`config.mk`:
```
export PLATFORM = sky130hd
export DESIGN_NAME = send_word_as_ascii
export DESIGN_NICKNAME = d
export VERILOG_FILES = /design/src/rtl/send_word_as_ascii.sv
export SDC_FILE = /design/constraint.sdc
export NUM_CORES = 1
export LEC_CHECK = 0
export ABC_AREA = 1
export ABC_CLOCK_PERIOD_IN_PS = 1900
export CAP_MARGIN = 20
export CORE_AREA = 4 4 102 104
export DETAILED_ROUTE_END_ITERATION = 16
export DIE_AREA = 0 0 106 108
export HOLD_SLACK_MARGIN = 0.08
export PLACE_DENSITY = 0.68
export SLEW_MARGIN = 10
export SYNTH_ARGS = -nofsm -noshare
export SYNTH_HDL_FRONTEND = slang
export SYNTH_SLANG_ARGS = --single-unit
```
`constraint.sdc`:
```
create_clock -name clk -period 1.9 [get_ports clk]
set_input_delay 0.38 -clock clk [delete_from_list [all_inputs] [get_ports clk]]
set_output_delay 0.38 -clock clk [all_outputs]
set_load 0.01 [all_outputs]
```
`src/rtl/send_word_as_ascii.sv`:
```
// Prints a captured N-bit word on the UART TX buffer as binary or hex ASCII, MSB first, ending in CR LF.
// Define SEND_ASCII_PREFIX_EN to precede the digits with "0b" / "0x".
module send_word_as_ascii #(
    parameter int N     = 48,
    parameter int GROUP = 8
) (
    input  logic         clk,
    input  logic         rst_n,
    input  logic         start,
    input  logic [N-1:0] data_in,
    input  logic         mode,
    input  logic         tx_full,
    output logic [7:0]   tx_data,
    output logic         tx_write,
    output logic         busy,
    output logic         done
);

    localparam int DH = (N + 3) / 4;
    localparam int W  = 4 * DH;
    localparam int CW = $clog2(N + 1);
    localparam int GW = $clog2(GROUP + 2);

    localparam logic [CW-1:0] D_BIN  = CW'(N);
    localparam logic [CW-1:0] D_HEX  = CW'(DH);
    localparam logic [GW-1:0] G_LAST = GW'((GROUP > 0) ? GROUP - 1 : 0);

    typedef enum logic [2:0] {
        S_IDLE,
`ifdef SEND_ASCII_PREFIX_EN
        S_PREFIX0,
        S_PREFIX1,
`endif
        S_DIGIT,
        S_SEP,
        S_CR,
        S_LF
    } state_t;

    state_t          r_state;
    logic [W-1:0]    r_shift;
    logic            r_mode;
    logic [CW-1:0]   r_d;
    logic [CW-1:0]   r_k;
    logic [GW-1:0]   r_g;
    logic            r_done;

    logic [3:0]      w_nib;
    logic [7:0]      w_hex;
    logic [CW-1:0]   w_k_next;

    assign w_nib    = r_shift[W-1 -: 4];
    assign w_hex    = (w_nib < 4'd10) ? (8'd48 + {4'd0, w_nib}) : (8'd55 + {4'd0, w_nib});
    assign w_k_next = r_k + CW'(1);

    // Reset gates the strobe so nothing is accepted in the cycle the transfer is aborted.
    assign tx_write = rst_n && (r_state != S_IDLE) && !tx_full;
    assign busy     = (r_state != S_IDLE);
    assign done     = r_done;

    always_comb begin
        tx_data = 8'd0;
        case (r_state)
`ifdef SEND_ASCII_PREFIX_EN
            S_PREFIX0: tx_data = 8'd48;
            S_PREFIX1: tx_data = r_mode ? 8'd120 : 8'd98;
`endif
            S_DIGIT:   tx_data = r_mode ? w_hex : (r_shift[W-1] ? 8'd49 : 8'd48);
            S_SEP:     tx_data = 8'd32;
            S_CR:      tx_data = 8'd13;
            S_LF:      tx_data = 8'd10;
            default:   tx_data = 8'd0;
        endcase
    end

    always_ff @(posedge clk) begin
        if (!rst_n) begin
            r_state <= S_IDLE;
            r_shift <= '0;
            r_mode  <= 1'b0;
            r_d     <= '0;
            r_k     <= '0;
            r_g     <= '0;
            r_done  <= 1'b0;
        end else begin
            r_done <= 1'b0;
            if (r_state == S_IDLE) begin
                if (start) begin
                    // Binary is left-aligned; hex is zero-extended into the padded nibble grid.
                    r_shift <= mode ? W'(data_in) : (W'(data_in) << (W - N));
                    r_mode  <= mode;
                    r_d     <= mode ? D_HEX : D_BIN;
                    r_k     <= '0;
                    r_g     <= '0;
`ifdef SEND_ASCII_PREFIX_EN
                    r_state <= S_PREFIX0;
`else
                    r_state <= S_DIGIT;
`endif
                end
            end else if (tx_write) begin
                case (r_state)
`ifdef SEND_ASCII_PREFIX_EN
                    S_PREFIX0: r_state <= S_PREFIX1;
                    S_PREFIX1: r_state <= S_DIGIT;
`endif
                    S_DIGIT: begin
                        r_shift <= r_mode ? (r_shift << 4) : (r_shift << 1);
                        r_k     <= w_k_next;
                        if (w_k_next == r_d) begin
                            r_state <= S_CR;
                        end else if ((GROUP != 0) && (r_g == G_LAST)) begin
                            r_g     <= '0;
                            r_state <= S_SEP;
                        end else begin
                            r_g <= r_g + GW'(1);
                        end
                    end
                    S_SEP: r_state <= S_DIGIT;
                    S_CR:  r_state <= S_LF;
                    S_LF: begin
                        r_state <= S_IDLE;
                        r_done  <= 1'b1;
                    end
                    default: r_state <= S_IDLE;
                endcase
            end
        end
    end

endmodule

```
=== Yosys cells after proc, flatten, opt, wreduce, memory -nomap -nowiden ===
Cells that the tools add are included.

* Output and inout port bits: 11
* Flip-flop bits (word level): 69
* Input bits: 53
* Word-level logic and storage cells: 62

* Add/sub/neg operators: 4
* Magnitude comparators: 1
* Reductions and logical operators: 12
* Equality and inequality tests: 9
* Bitwise logic cells: 2
* Muxes and demuxes: 27

{| class="wikitable"
|+ Operators by type and width
! kind !! count
|-
| $mux W48 || 5
|-
| $mux W6 || 5
|-
| $pmux W7 S4 || 1
|-
| $mux W4 || 6
|-
| $mux W3 || 5
|-
| $add A6 B4 Y7 const A || 2
|-
| $mux W7 || 2
|-
| $pmux W3 S3 || 1
|-
| $add A6 B1 Y6 const B || 1
|-
| $eq A3 B2 Y1 const B || 2
|-
| $eq A6 B6 Y1 || 1
|-
| $reduce_and A3 Y1 || 2
|-
| $add A4 B1 Y4 const B || 1
|-
| $eq A4 B3 Y1 const B || 1
|-
| $lt A4 B4 Y1 const B || 1
|-
| $ne A2 B2 Y1 const B || 2
|-
| $ne A4 B4 Y1 const B || 1
|-
| $reduce_and A4 Y1 || 1
|-
| $reduce_bool A2 Y1 || 2
|-
| $eq A3 B1 Y1 const B || 1
|-
| $eq A3 B3 Y1 const B || 1
|-
| $logic_not A3 Y1 || 1
|-
| $reduce_bool A3 Y1 || 1
|-
| $reduce_or A3 Y1 || 1
|-
| other kinds (5) || 8
|}

=== Logic depth before layout (Yosys ltp) ===
Gate-level depths: netlist of the first run.

* Depth in word-level cells: 6
* Gate-level depth with buffers: 13
* Depth with buffers taken out: 13

=== Least setup slack after synthesis of the first run ===
OpenSTA, ideal clock, no wires.

* Path type: register -> output
* Start: register r_state[1]
* End: output port tx_data[2]
* Setup slack: 0.192 ns
* Arrival time: 1.328 ns
* Cell stages (with the launch flop): 6
* Data required time: 1.520 ns
* Buffers on the path: 0
* Cell sequence: dfxtp_1 -> nor2_4 -> inv_1 -> nor2_1 -> nand2_1 -> o31ai_1

* Longest elaborated chain between the ends: 2

{| class="wikitable"
|+ Ends and longest elaborated chain
! item !! RTL line !! source
|-
| from (decl) || 40 || <nowiki>state_t r_state;</nowiki>
|-
| from (signal assigned) || 78 || <nowiki>r_state <= S_IDLE;</nowiki>
|-
| from (signal assigned) || 98 || <nowiki>r_state <= S_DIGIT;</nowiki>
|-
| from (signal assigned) || 111 || <nowiki>r_state <= S_CR;</nowiki>
|-
| $eq A3 B3 Y1 (tied with other cells) || 63 || <nowiki>case (r_state)</nowiki>
|-
| $pmux W7 S4 * || 63 ||
|-
| to (decl) || 13 || <nowiki>output logic [7:0] tx_data,</nowiki>
|}

Every way passes the cells marked *; elsewhere a longest branch is shown, timed or not.

=== Worst setup path after layout of the first run ===
* Start: register r_state[2]
* End: output port tx_data[0]

Same word-level chain as after synthesis.

==> results_dict.tcl, run 1 <==
set metrics [dict create \
    r2r_slack_ns 0.12 \
    wire_per_inst_um 12.6 \
    io_pins 64 \
    crit_path_start "r_state[2]$_SDFFE_PN0P_" \
    grt_usage_pct 17.4 \
    vias 4029 \
    ant_nets 0 \
    crit_path_start_kind "register" \
    drive_gt1_share_pct 14.1 \
    clock_sinks 64 \
    synth_seq_cells 64 \
    drcViolationCount 0 \
    clk_latency_ns 0.33 \
    yosysSeqAreaShare_pct 34.6 \
    r2r-end "r_k[2]$_SDFFE_PN0P_" \
    post-route-util_pct 51.8 \
    cp_max_fo 6 \
    root_buffer "clkbuf_8" \
    cap_violations 0 \
    yosys-top-cells-area "dfxtp_1 (35%), nand2_1 (19%), a31oi_1 (7.9%)" \
    syn_to_final_growth_pct 33.4 \
    fin_area_um2 4940 \
    finalCritPeriodShare_pct 99.3 \
    syn_inst 585 \
    finalPower_mw 9.06 \
    synth_edf_count 0 \
    synth_cell_types 30 \
    synth_nets 642 \
    dp_hpwl_um 6730 \
    drt_iter0_drc 215 \
    place.gp.congestion 0.865 \
    setup_viol 0 \
    cp-endpoint "tx_data[0]" \
    avgViaCountPerCell 5.04 \
    rsz0062_at_grt "true" \
    criticalPathCategory "register to output pin" \
    yosysWarnings 0 \
    grt_overflow 0 \
    grt_pass1_vias 3718 \
    num_antenna_cells 0 \
    num_rows 36 \
    crit_required_ns 1.52 \
    end_kind "output pin" \
    postCtsHoldBufs 0 \
    ys.flop_type "dfxtp_1" \
    yosysTopAreaCell "dfxtp_1" \
    synth_common_cells "nand2_1 (183), inv_1 (69), dfxtp_1 (64)" \
    die_area_um2 11400 \
    numCtsBuffers 9 \
    start_util_pct 38.8 \
    io_buffers 62 \
    fin_nets 720 \
    holdCritPathClass "register to register" \
    reg2reg_from "r_state[2]$_SDFFE_PN0P_" \
    die_h_um 108 \
    status "finished, final reports clean" \
    worstRegToRegCells 12 \
    clk_pin_slew_ns 0.07 \
    synth.top_cell.area_share_pct 34.6 \
    coreArea_um2 9550 \
    hold_violations 0 \
    cts_tree "done" \
    p_leak_nw 2.00 \
    clock_tree.htree_level_count 3 \
    netlist_area_um2 3710 \
    synth_most_common_cell "nand2_1" \
    die_w_um 106 \
    arrival_ns 1.51 \
    grt_max_degree 52 \
    syn_avg_cell_area_um2 6.34 \
    fmax_mhz 530 \
    clock_skew_ns 0.00560 \
    grt_pass1_wl_um 16600 \
    drt-total-wl_um 10000 \
    power.density_nw_per_um2 1830 \
    hp-start "r_d[4]$_SDFFE_PN0P_" \
    async_reset_ff_share_pct 0 \
    final.min_clock_period_ns 1.89 \
    cts_max_path_buffers 2 \
    dpl-instance-area_um2 4640 \
    drt-pass1-iter-count 4 \
    antenna_found_initial 0 \
    drv_slew 0 \
    vdd_drop_max_mv 0.944 \
    fin_tns_setup_ns 0 \
]
per-stage QoR:
| step | setup WS, ns | hold WS [ns] | cells |
|---|---|---|---|
| floorplan | 0.192 | 0.442 | 585 |
| global placement | -0.230 | 0.465 | 781 |
| detailed placement | -0.214 | 0.467 | 781 |
| CTS | -0.0624 | 0.477 | 798 |
| global route | -0.0673 | 0.509 | 800 |
| finish | 0.0128 | 0.477 | 800 |
critical path, cell delays in order, from the launching register on:
cell and delay (ns):
dfxtp_2 0.34, nor2_4 0.13, inv_2 0.06, nor2_4 0.17
buf_6 0.12, o21ai_1 0.05, o21ai_1 0.15, buf_2 0.15
cell usage in the layout, fill, tap and decap left out, types with 3 or more instances in the layout:
cell	instances
ha_1	3
dfxtp_1	59
o21ai_0	50
nand2_2	3
nand2_1	181
a21oi_1	9
buf_4	35
nand4_1	4
a22oi_1	3
buf_2	7
clkbuf_8	10
clkdlybuf4s50_1	53
inv_2	5
clkinv_2	3
o21ai_1	52
nand3_1	19
nor2_1	18
inv_1	66
nor2_2	4
buf_12	4
a31oi_1	47
dfxtp_2	4
worst min path at each step:
stage | end | slack (ns) | cells past startpoint
after floorplan | r_d[4]$_SDFFE_PN0P_ | 0.44 | 2
after global placement | r_d[4]$_SDFFE_PN0P_ | 0.46 | 2
after CTS | r_d[4]$_SDFFE_PN0P_ | 0.48 | 2
after global routing | r_d[4]$_SDFFE_PN0P_ | 0.51 | 2
final | r_d[4]$_SDFFE_PN0P_ | 0.48 | 2
after detailed placement | r_d[4]$_SDFFE_PN0P_ | 0.47 | 2
layout make-up:
class	instances	area (µm²)
clock buffer	11	141
clock inverter	4	45.0
fill	990	4600
inverter	72	283
multi-input combinational	411	2000
sequential	64	1290
tap	133	166
timing repair buffer	105	1020
state kept, by name (all words and copies together) (netlist names):
| name | cells |
|---|---|
| r_shift | 48 |
| r_k | 6 |
| r_d | 2 |
| done | 1 |
| r_state | 3 |
| r_g | 4 |
report_power, final:
| part | switching, mW | total [mW] | internal (mW) |
|---|---|---|---|
| clock | 0.521 | 1.15 | 0.629 |
| combinational | 3.13 | 5.36 | 2.23 |
| sequential | 0.527 | 2.55 | 2.02 |
routing by layer:
metal / vias to the layer above / part of all wire [%] / track usage [%]
li1: 2076 / - / -
met1: 1839 / 47 / 22.6
met2: 98 / 47 / 29.0
met3: 16 / 5.2 / 3.28
met4: 0 / 1.8 / 6.29
met5: - / 0 / 0
cells by family after synthesis:
family          after synthesis  synth area share (%)
simple gates                239                  26.1
compound gates              167                  24.9
other cells                   1                 0.101
fa+ha+maj                     4                  1.35
flops                        64                  34.6
buf+inv                     110                  13.0
timing repair:
item                                    4_1_cts  5_1_grt
gates cloned                                  0        2
gates resized for setup                      40       25
endpoints found under the setup margin        9       19
buffers inserted                              2        1
pin swaps                                     5        7
(Power assumes the default switching activity.)
==> inputs of run 2 (changes only) <==
--- a/config.mk
+++ b/config.mk
@@ -6,7 +6,6 @@
 export NUM_CORES = 1
 export LEC_CHECK = 0
 export ABC_AREA = 1
-export ABC_CLOCK_PERIOD_IN_PS = 1900
 export CAP_MARGIN = 20
 export CORE_AREA = 4 4 102 104
 export DETAILED_ROUTE_END_ITERATION = 16
==> results of run 2 <==
Same layout as run 1: the final DEF is identical, and so are final timing and power.
